`src/rtl/seven_segment_pkg.sv`:
```
// Shared seven-segment definitions: the hex glyph table used by both the
// encoder and the decoder, the blank pattern, and the decoder filter states.
package seven_segment_pkg;

  // Index is the hex nibble; bit order gfedcba.
  localparam logic [6:0] GLYPHS [0:15] = '{
    7'h3F, 7'h06, 7'h5B, 7'h4F, 7'h66, 7'h6D, 7'h7D, 7'h07,
    7'h7F, 7'h6F, 7'h77, 7'h7C, 7'h39, 7'h5E, 7'h79, 7'h71
  };

  localparam logic [7:0] PATTERN_BLANK = 8'h00;
  // NONE and BLANK may share an encoding: neither can equal a non-blank
  // pattern, and only non-blank patterns are compared against last_emitted.
  localparam logic [7:0] PATTERN_NONE  = 8'h00;

  typedef enum logic [1:0] {
    FILT_EMPTY    = 2'd0,
    FILT_SETTLING = 2'd1,
    FILT_STABLE   = 2'd2
  } filter_state_e;

endpackage

```
`src/rtl/seven_segment_lookup.sv`:
```
// Reverse glyph lookup: maps a gfedcba pattern back to its hex nibble.
module seven_segment_lookup
  import seven_segment_pkg::*;
(
  input  logic [6:0] pattern_i,
  output logic       hit_o,
  output logic [3:0] nibble_o
);

  always_comb begin
    hit_o    = 1'b0;
    nibble_o = 4'h0;
    for (int i = 0; i < 16; i++) begin
      if (pattern_i == GLYPHS[i]) begin
        hit_o    = 1'b1;
        nibble_o = 4'(i);
      end
    end
  end

endmodule

```
`src/rtl/seven_segment_decoder.sv`:
```
// Synchronises a pgfedcba segment bus, waits for a stable pattern and
// delivers the decoded {dot, nibble} on a valid/ready output.
module seven_segment_decoder
  import seven_segment_pkg::*;
#(
  parameter int unsigned STABLE_CYCLES = 4
) (
  input  logic       clk_i,
  input  logic       rst_ni,
  input  logic [7:0] segments_i,
  input  logic       sample_en_i,
  output logic [4:0] value_o,
  output logic       error_o,
  output logic       valid_o,
  input  logic       ready_i,
  output logic       overrun_o
);

  // Handshake: an event is transferred on a rising clk_i edge where
  // valid_o && ready_i; value_o/error_o hold steady while valid_o && !ready_i.

  localparam logic [7:0] STABLE_MAX = 8'(STABLE_CYCLES);

  logic [7:0] sync1_q, sync2_q;
  logic [7:0] cand_q, cand_d;
  logic [7:0] count_q, count_d;
  logic [7:0] last_q, last_d;
  logic [4:0] value_q, value_d;
  logic       error_q, error_d;
  logic       valid_q, valid_d;
  logic       overrun_q, overrun_d;

  filter_state_e filter_state;
  logic          accept;
  logic          is_blank;
  logic          evt;
  logic          hit;
  logic [3:0]    nibble;

  always_comb begin
    if (count_q == 8'd0)             filter_state = FILT_EMPTY;
    else if (count_q < STABLE_MAX)   filter_state = FILT_SETTLING;
    else                             filter_state = FILT_STABLE;
  end

  always_comb begin
    cand_d  = cand_q;
    count_d = count_q;
    accept  = 1'b0;
    if (sample_en_i) begin
      if (filter_state == FILT_EMPTY || sync2_q != cand_q) begin
        cand_d  = sync2_q;
        count_d = 8'd1;
        accept  = (STABLE_MAX == 8'd1);
      end else if (filter_state == FILT_SETTLING) begin
        count_d = count_q + 8'd1;
        accept  = ((count_q + 8'd1) == STABLE_MAX);
      end
    end
  end

  seven_segment_lookup u_lookup (
    .pattern_i (sync2_q[6:0]),
    .hit_o     (hit),
    .nibble_o  (nibble)
  );

  // On every accepting edge the accepted pattern is sync2_q itself.
  assign is_blank = (sync2_q[6:0] == 7'h00);
  assign evt      = accept && !is_blank && (sync2_q != last_q);

  always_comb begin
    last_d = last_q;
    if (accept) begin
      if (is_blank)  last_d = PATTERN_BLANK;
      else if (evt)  last_d = sync2_q;
    end
  end

  always_comb begin
    value_d   = value_q;
    error_d   = error_q;
    valid_d   = valid_q;
    overrun_d = overrun_q;
    if (evt) begin
      if (!valid_q || ready_i) begin
        value_d = {sync2_q[7], hit ? nibble : 4'h0};
        error_d = !hit;
        valid_d = 1'b1;
      end else begin
        overrun_d = 1'b1;
      end
    end else if (valid_q && ready_i) begin
      valid_d = 1'b0;
    end
  end

  always_ff @(posedge clk_i) begin
    if (!rst_ni) begin
      sync1_q   <= 8'h00;
      sync2_q   <= 8'h00;
      cand_q    <= 8'h00;
      count_q   <= 8'd0;
      last_q    <= PATTERN_NONE;
      value_q   <= 5'h00;
      error_q   <= 1'b0;
      valid_q   <= 1'b0;
      overrun_q <= 1'b0;
    end else begin
      sync1_q   <= segments_i;
      sync2_q   <= sync1_q;
      cand_q    <= cand_d;
      count_q   <= count_d;
      last_q    <= last_d;
      value_q   <= value_d;
      error_q   <= error_d;
      valid_q   <= valid_d;
      overrun_q <= overrun_d;
    end
  end

  assign value_o   = value_q;
  assign error_o   = error_q;
  assign valid_o   = valid_q;
  assign overrun_o = overrun_q;

endmodule
```
`config.mk`:
```
export PLATFORM = sky130hd
export DESIGN_NAME = seven_segment_decoder
export DESIGN_NICKNAME = d
export VERILOG_FILES = /design/src/rtl/seven_segment_pkg.sv /design/src/rtl/seven_segment_lookup.sv /design/src/rtl/seven_segment_decoder.sv
export SDC_FILE = /design/constraint.sdc
export NUM_CORES = 1
export LEC_CHECK = 0
export BUFFER_PORTS_ARGS = -buffer_cell sky130_fd_sc_hd__buf_2
export CAP_MARGIN = 0
export CORE_ASPECT_RATIO = 0.9
export CORE_MARGIN = 5
export CORE_UTILIZATION = 23
export DETAILED_ROUTE_END_ITERATION = 12
export PLACE_DENSITY = 0.36
export SYNTH_ARGS = -nofsm -noshare
export SYNTH_HDL_FRONTEND = slang
export SYNTH_SLANG_ARGS = --single-unit
```
`constraint.sdc`:
```
create_clock -name clk_i -period 2.14 [get_ports clk_i]
set_clock_uncertainty 0.05 [all_clocks]
set_input_delay 0.428 -clock clk_i [delete_from_list [all_inputs] [get_ports clk_i]]
set_output_delay 0.428 -clock clk_i [all_outputs]
set_load 0.005 [all_outputs]
```
==> results summary, run 1 <==
By startpoint and endpoint, the worst setup path is classified as register to register. TritonCTS built the clock tree. The iteration count of the initial detailed-routing pass is 4. The top-level I/O count came out at 20. The kind of launch point of the worst setup path is a register. In this run the clock root is driven by a clkbuf_16. CTS saw between 40 and 50 sinks. Walking the worst path, the cells encountered are or4_4 -> or4b_4 -> nor4_4 -> o21a_1 -> buf_12 -> mux2i_1. The total routing usage reported by global routing came out at 0.08575.

The endpoint arrival time on the critical path is ~2400 ps. The worst setup path is captured at a register. The floorplan step defined a die boundary enclosing 0.01236 mm^2. The maximum count of clock buffers along a single path came out at 2.

The number of nets with antenna violations after routing is 0. The kind of path behind the tightest hold check is input port to register. The net count of the finished layout is 284. Entering global routing, the biggest net connects 35 pins. The HPWL reported at the end of detailed placement is about 3600 um. The number of I/O port buffers came out at 19. The initial antenna violation count is 0.

The detailed-route DRC error count came out at 0. A synthesized cell averages between 9 and 10 um^2. Of the available clock period, the critical path in the final layout requires 1.027. In the final routed layout, each cell accounts on average for 12.62 um.

dfxtp_1 takes more of the synthesized area than any other cell. After synthesis, the cell types taking the most area are dfxtp_1 41%, mux2i_1 8.9%, nand2_1 6.7%. During synthesis, Yosys emitted a total of 0 warnings. In this run, the number of DRC markers left after iteration 0 of detailed routing was 134. Counting flops with a built-in enable in the synthesized netlist gives 0. The area of the core region is 0.01012 mm^2. The run finished, with violations left. The mapped netlist covers 0.002355 mm^2.

The share of the synthesized area in the top cell type is 0.4081. The via density per instance came out at 4.218. The total power draw came out at roughly 2000 uW. The layout overhead on the synthesized area came out at 19.50%. The final reports fail on negative setup slack. In the synthesized netlist the async set-or-reset flop fraction comes to 0.

The number of placed instances with taps included came out at 389. The placer congestion estimate is slightly above 0.7. The hold slack is slightly below 300 ps. The number of diodes came out at 0. Summed over all layers, the routed wires come to 5037 um. The die span in y is 106.0 um. The floorplan row count came out at 35.

The worst vdd rail ir drop came out at 284.3 uV. The number of global-route vias before repair came out at 1650. Setup total negative slack on the finished layout was measured at -372.8 ps. The total power density per cell area is 715.0 mW/mm^2. The number of instances in the synthesized netlist came out at 245. The predominant post-synthesis flop cell is dfxtp_1. The largest stage delay on the critical path is 550 ps. Setup repair after global routing could not meet its margin everywhere.

The horizontal die dimension came out at 116.7 um. The slew at the pin with the worst max-slew slack is 417.0 ps. The number of distinct library cell variants in the gate-level netlist after synthesis is 48. The first global-routing pass estimated 8431 um of wire. The routed layout has between 1.5k and 2k vias. The routed design could run at a clock period as short as 2199 ps. For the worst-skew pair, the clock arrives at the later sink with an insertion delay of 290 ps. The top achievable clock speed came out at 0.4548 GHz. The critical-path maximum fanout is 8. In this run, CTS created clock tree buffers numbering 5. The CTS H-tree depth came out at 2. The slowest stage of the critical path belongs to the cell or4b_4.

Setup violations remaining at the end of the flow were counted as 7. The share of synthesized area occupied by flip-flops and latches came out at 0.4081. The final core utilization came out at 0.2782.

The initial core utilization is 0.2328. The number of violations of the max-capacitance limit came out at 0. Summed over all cells, the static leakage comes to 0.001200 uW. The slack of the critical path is -58.68 ps. The total congestion overflow after global routing is 0. The post-synthesis net count came out at 260. The count of endpoints failing hold in the final timing report came out at 0.

The total count of max-transition violations in the final report is 0. Once layout is complete, the cells apart from fillers number around 400. Measured against its own limit, the worst slew margin works out to 0.7214.

The post-synthesis sequential element count is 48. The clock-pin slew on the worst setup and hold paths is 70 ps. For the worst setup path, the data required time is between 2000 and 2500 ps. The ratio of cells with drive above 1 in the final layout came out at 0.2074. The number of hold buffers added after CTS was 0.
[per-stage QoR]
stage	instance area, um^2	setup slack (ps)
final	2814	-58.68
after CTS	2778	-64.38
after global routing	2814	-150.9
after floorplan	2355	18.49
after global placement	2606	-66.79
after detailed placement	2606	-108.3
[path summary, 6_finish.rpt]
kind,startpoint,to,slack (ps),depth (start not counted)
setup reg to reg,count_q[3]$_SDFFE_PN0P_,last_q[6]$_SDFFE_PN0P_,-60,6
hold reg to reg,sync1_q[5]$_SDFF_PN0_,sync2_q[5]$_SDFF_PN0_,380,1
hold / removal,segments_i[0],sync1_q[0]$_SDFF_PN0_,290,2
setup / recovery,count_q[3]$_SDFFE_PN0P_,last_q[6]$_SDFFE_PN0P_,-60,6
[metal layers]
metal | wire, um | track usage | share of wire
met5 | 0 | 0 | 0
met4 | 24 | 0.01720 | 0.0048
met1 | 2559 | 0.1185 | 0.51
met3 | 252 | 0.02903 | 0.050
met2 | 2200 | 0.1299 | 0.44
[sequential cells by signal, summed over array words and instances, names as in the netlist]
signal / flops
overrun_o: 1
cand_q: 8
count_q: 8
sync1_q: 8
valid_o: 1
error_o: 1
sync2_q: 8
last_q: 8
value_o: 5
[critical path: cells and delay by family, from the launching register on]
kind,cells,cell delay [ps]
flops,1,320
mux,1,170
simple gates,3,1260
compound gates,1,200
buf+inv,1,140
[power by group]
part / switching (uW) / internal (uW)
sequential: 16.4 / 913
clock: 343 / 555
combinational: 104 / 80.4
[cell usage in the layout (no fill, tap or decap), types with 2 or more instances in the layout]
cell type	count
o31ai_1	3
buf_4	13
dfxtp_1	47
o21ai_0	4
nor4_1	3
and4b_1	2
nor2_1	4
a21oi_1	3
nor4_4	2
xnor2_1	9
nand4b_1	2
nand2_1	42
and3_1	7
buf_12	3
xor2_1	11
and2_1	17
clkbuf_16	5
mux2i_1	21
ha_1	3
nand3_1	5
or4_1	3
inv_1	4
buf_2	19
nand4_1	6
[cell families (layout without fill, tap and decap cells)]
group                      Yosys count  in the layout  synth area share
muxes                               21             21           0.08927
and+or+nand+nor                    107            107            0.2737
adders and majority gates            3              3           0.01594
AOI/OAI and AO/OA                   23             23           0.06643
xor gates and xnor gates            20             20           0.07439
buffers and inverters               23             48           0.07227
DFF                                 48             48            0.4081
[cells in the mapped netlist (3+ instances only)]
cell	count
or4_1	3
buf_6	9
o31ai_1	3
nand3_1	6
o21ai_0	5
and3_1	7
xor2_1	11
clkbuf_1	7
ha_1	3
nand4_1	6
nor2_1	4
dfxtp_1	48
inv_1	4
and2_1	17
a21oi_1	4
mux2i_1	21
nand2_1	42
xnor2_1	9
nor4_1	3
[area by class of cell]
cell class / count / area (um^2)
multi-input combinational: 174 / 1240
clock inverter: 3 / 46.29
sequential: 48 / 962.2
tap: 129 / 161.4
clock buffer: 5 / 125.1
inverter: 4 / 15.01
fill: 1079 / 7302
timing repair buffer: 36 / 264.0
[repair_timing]
action,CTS,global route
gates cloned,0,0
resized for setup,0,6
pin swaps,1,0
setup buffers,0,2
setup endpoints to repair,15,23
(Power assumes the default switching activity.)
==> inputs of run 2 (changes only) <==
Settings changed: CTS_BUF_LIST from default to sky130_fd_sc_hd__clkbuf_8, SYNTH_HIERARCHICAL from default to 1.
==> run 2 against run 1 <==
Routed wire length grew 0.69%. Non-clock buffer count is the same. Largest cell class unchanged. Register-to-register slack gained 260 ps. Die area shrank 3.7%. Cell area shrank 3.3%. Flip-flop and latch count is the same. Global-route usage grew 0.34 points. The flow now finishes without violations. Cell count shrank 0.25%. Combinational power shrank 11%. Synthesized cell count shrank 1.2%. First-iteration DRC count shrank 7.5%.
==> results summary, run 2 <==
The endpoint arrival time on the critical path came out at 2130 ps. The wire length of the first global-routing pass came out at 8631 um. The clock sink total came out at 48.

The net switching fraction of the power is 0.2258. For the final routed database, the setup TNS stands at 0 ps. The number of buffers inserted during clock tree synthesis came out at 5. The share of synthesized area occupied by flip-flops and latches came out at 0.4252. After clock tree synthesis, the clock-pin slew on the worst setup and hold paths is 100 ps. The CTS H-tree depth came out at 2.

The count of endpoints failing hold in the final timing report is 0. The async set-reset flop share out of synthesis came out at 0. Derived from the worst setup path, the maximum achievable clock frequency is around 0.52 GHz. The internal power of the cells totals 1459 uW. The iteration count of the initial detailed-routing pass is 4. The static leakage power is 0.001121 uW.

Once detail routing completed, the nets flagged for antenna violations numbered 0. The maximum number of pins on one net before global-route repair is 38. The startpoint identified for the worst hold timing path is segments_i[0]. The commonest cells after synthesis are 48 x dfxtp_1, 44 x nand2_1, 23 x and2_1.

The total overflow left after global routing is 0. The worst vdd rail ir drop came out at 225.8 uV. STA puts the critical path data required time at 2330 ps. The proportion of power drawn by flip-flops and latches is 0.494.

Summed over all nets, the half-perimeter wirelength after detailed placement is 3578 um. The hold slack is approximately 270 ps. The startpoint of the worst register-to-register path is count_q[7]$_SDFFE_PN0P_. The worst hold path passes through 2 cells. The clock root buffer is clkbuf_8. The critical path is of the register to register type. The slew at the pin with the worst max-slew slack is 457.1 ps. The number of global-route vias before repair was 1725.

The completed layout was analyzed and its total power is 1884 uW. The part of the total power dissipated in the clock network came out at 0.420. In this run the mean area of a mapped cell was a little over 9 um^2. The initial core utilization came out at 0.2340.

Leaving out fill and tap cells, the most frequent cell in the layout is dfxtp_1. The floorplan step set the die width to 114.5 um. Among all flip-flop cells after synthesis, the most frequent one is dfxtp_1. For this design the total switching power over the nets is 425.4 uW. After clock tree synthesis, the setup repair step added 0 buffers. The worst hold path belongs to the class input port to register.

The placer congestion estimate came out at 0.7738. In the layout the commonest cells are 46 x dfxtp_1, 44 x nand2_1, 23 x and2_1. The total routing usage reported by global routing came out at 0.08915. The aggregate routed wire length came out at 5072 um. The via density per instance is 4.231. The flow ran to the end, and the final reports show no timing, DRC or antenna violations. The die outline area is around 0.012 mm^2. The via total after detailed routing is about 1.7k. The total power density per cell area is 692.3 mW/mm^2. The Yosys step of the flow raised 6 warnings.

Of the cells placed in the final design, the portion with a size suffix greater than 1 is 0.2132. The maximum count of clock buffers along a single path came out at 2. In this run the cell area measured after placement is 0.002575 mm^2. The net total in the final layout is about 290. The post-synthesis sequential element count is 48. After detailed placement, the design holds a cell count of a little under 400.

The filler-free cell count of the finished design came out at around 400. The critical-path maximum fanout came out at 6. The capture endpoint of the worst hold path is sync1_q[0]$_SDFF_PN0_.

The number of enable flip-flop cells after synthesis came out at 0. dfxtp_1 takes more of the synthesized area than any other cell. The number of cells traversed by the worst register-to-register path came out at 6. The clock period minus final worst setup slack came out at ~1900 ps. The total count of max-transition violations in the final report is 0. From synthesis to final layout, the design area changed by 20.43%.

The critical path capture point type is a register. The kind of launch point of the worst setup path is a register. The end of the worst register-to-register path is value_o[0]$_SDFFE_PN0P_. The cell with the most instances after synthesis is dfxtp_1. The floorplan step set the die height to 104.0 um. The source-to-sink clock delay at the later pin of the worst-skew pair came out at ~310 ps. The share of the synthesized area in the top cell type came out at 0.4252. The DRC violation total after the first TritonRoute iteration is around 120. The combined area of all synthesized cells is 0.002260 mm^2. Measured against its own limit, the worst slew margin works out to 0.6910. The final-report setup violation count is 0. After technology mapping, the gate count stands at 242. The initial antenna violation count came out at 0. The netlist uses 49 different library cells. The flop-to-flop setup slack is between 200 and 250 ps. The combinational group share of total power came out at 0.087. The post-synthesis net count came out at 256. In this run the core area contains 34 standard-cell rows. The number of violations of the max-capacitance limit is 0. The number of buffers added to fix hold violations after cts is 0.

The area of all placed cells without fillers came out at between 0.002 and 0.003 mm^2. The detail-routed net length per standard cell came out at 12.74 um. The area of the core region is 0.009657 mm^2. The number of diodes came out at 0. The detailed-route DRC error count came out at 0. The share of the clock period used by the worst path after layout is 0.9060. TritonCTS built the clock tree. In the post-synthesis netlist, the biggest area contributors are dfxtp_1 43%, mux2i_1 9.3%, nand2_1 7.3%. The number of I/O port buffers is 19. Setup repair after global routing left no endpoint under its margin. 20 I/O pins were placed.
run 2: cell types whose count changed in the layout (fill, tap and decap cells not counted), moves of 3 or more:
cell | before | now
buf_4 | 13 | 16
clkbuf_8 | 0 | 5
and3_1 | 7 | 0
and2_1 | 17 | 23
xor2_1 | 11 | 8
nand3_1 | 5 | 8
nand2b_1 | 1 | 5
clkbuf_16 | 5 | 0
nand4_1 | 6 | 3
or4_1 | 3 | 0
run 2: metal layers:
layer / part of all wire / global-route usage
met5: 0 / 0
met4: 0.0093 / 0.02375
met3: 0.032 / 0.02327
met2: 0.43 / 0.1359
met1: 0.53 / 0.1238
run 2: layout make-up:
| class | count | area (um^2) |
|---|---|---|
| Fill cell | 984 | 6935 |
| Multi-Input combinational cell | 176 | 1212 |
| Sequential cell | 48 | 963.4 |
| Timing Repair Buffer | 36 | 235.2 |
| Tap cell | 126 | 157.7 |
| Clock buffer | 5 | 68.82 |
| Clock inverter | 3 | 68.82 |
| Inverter | 4 | 15.01 |
run 2: critical path, stage by stage (launching register included):
cell,delay (ps)
dfxtp_1,320
or4_4,540
nor3_4,140
and3_2,260
and4_1,250
buf_12,140
mux2i_1,170
run 2: power by group through the flow:
stage / clock, uW / sequential [uW] / combinational (uW)
after floorplan: 0 / 947 / 108
after global placement: 0 / 951 / 166
after detailed placement: 0 / 951 / 164
after CTS: 829 / 930 / 165
after global routing: 857 / 933 / 184
final: 791 / 930 / 164
run 2: repair_timing:
action	in CTS	in global routing
resized for setup	0	3
hold endpoints to repair	0	0
setup endpoints to repair	0	7
run 2: cell families after synthesis:
| logic type | after synthesis | share of synthesized area |
|---|---|---|
| DFF | 48 | 0.4252 |
| xor gates and xnor gates | 17 | 0.06589 |
| AOI/OAI and AO/OA | 23 | 0.08307 |
| muxes | 21 | 0.09302 |
| and+or+nand+nor | 113 | 0.2807 |
| adders and majority gates | 2 | 0.01107 |
| buffers and inverters | 18 | 0.04097 |
run 2: worst max path at each step:
stage / endpoint / start / cells past startpoint
after floorplan: value_o[4]$_SDFFE_PN0P_ / sync2_q[6]$_SDFF_PN0_ / 6
after CTS: value_o[0]$_SDFFE_PN0P_ / sync2_q[4]$_SDFF_PN0_ / 7
final: value_o[0]$_SDFFE_PN0P_ / count_q[7]$_SDFFE_PN0P_ / 6
after global routing: value_o[3]$_SDFFE_PN0P_ / sync2_q[5]$_SDFF_PN0_ / 7
after global placement: value_o[2]$_SDFFE_PN0P_ / sync2_q[4]$_SDFF_PN0_ / 7
after detailed placement: value_o[4]$_SDFFE_PN0P_ / sync2_q[4]$_SDFF_PN0_ / 7
run 2: per-stage QoR:
stage	setup slack, ps	utilization
2_1_floorplan	283.4	-
3_3_place_gp	117.2	0.2666
3_5_place_dp	182.5	0.2666
4_1_cts	124.3	0.2809
5_1_grt	16.94	0.2818
6_report	201.3	0.2818
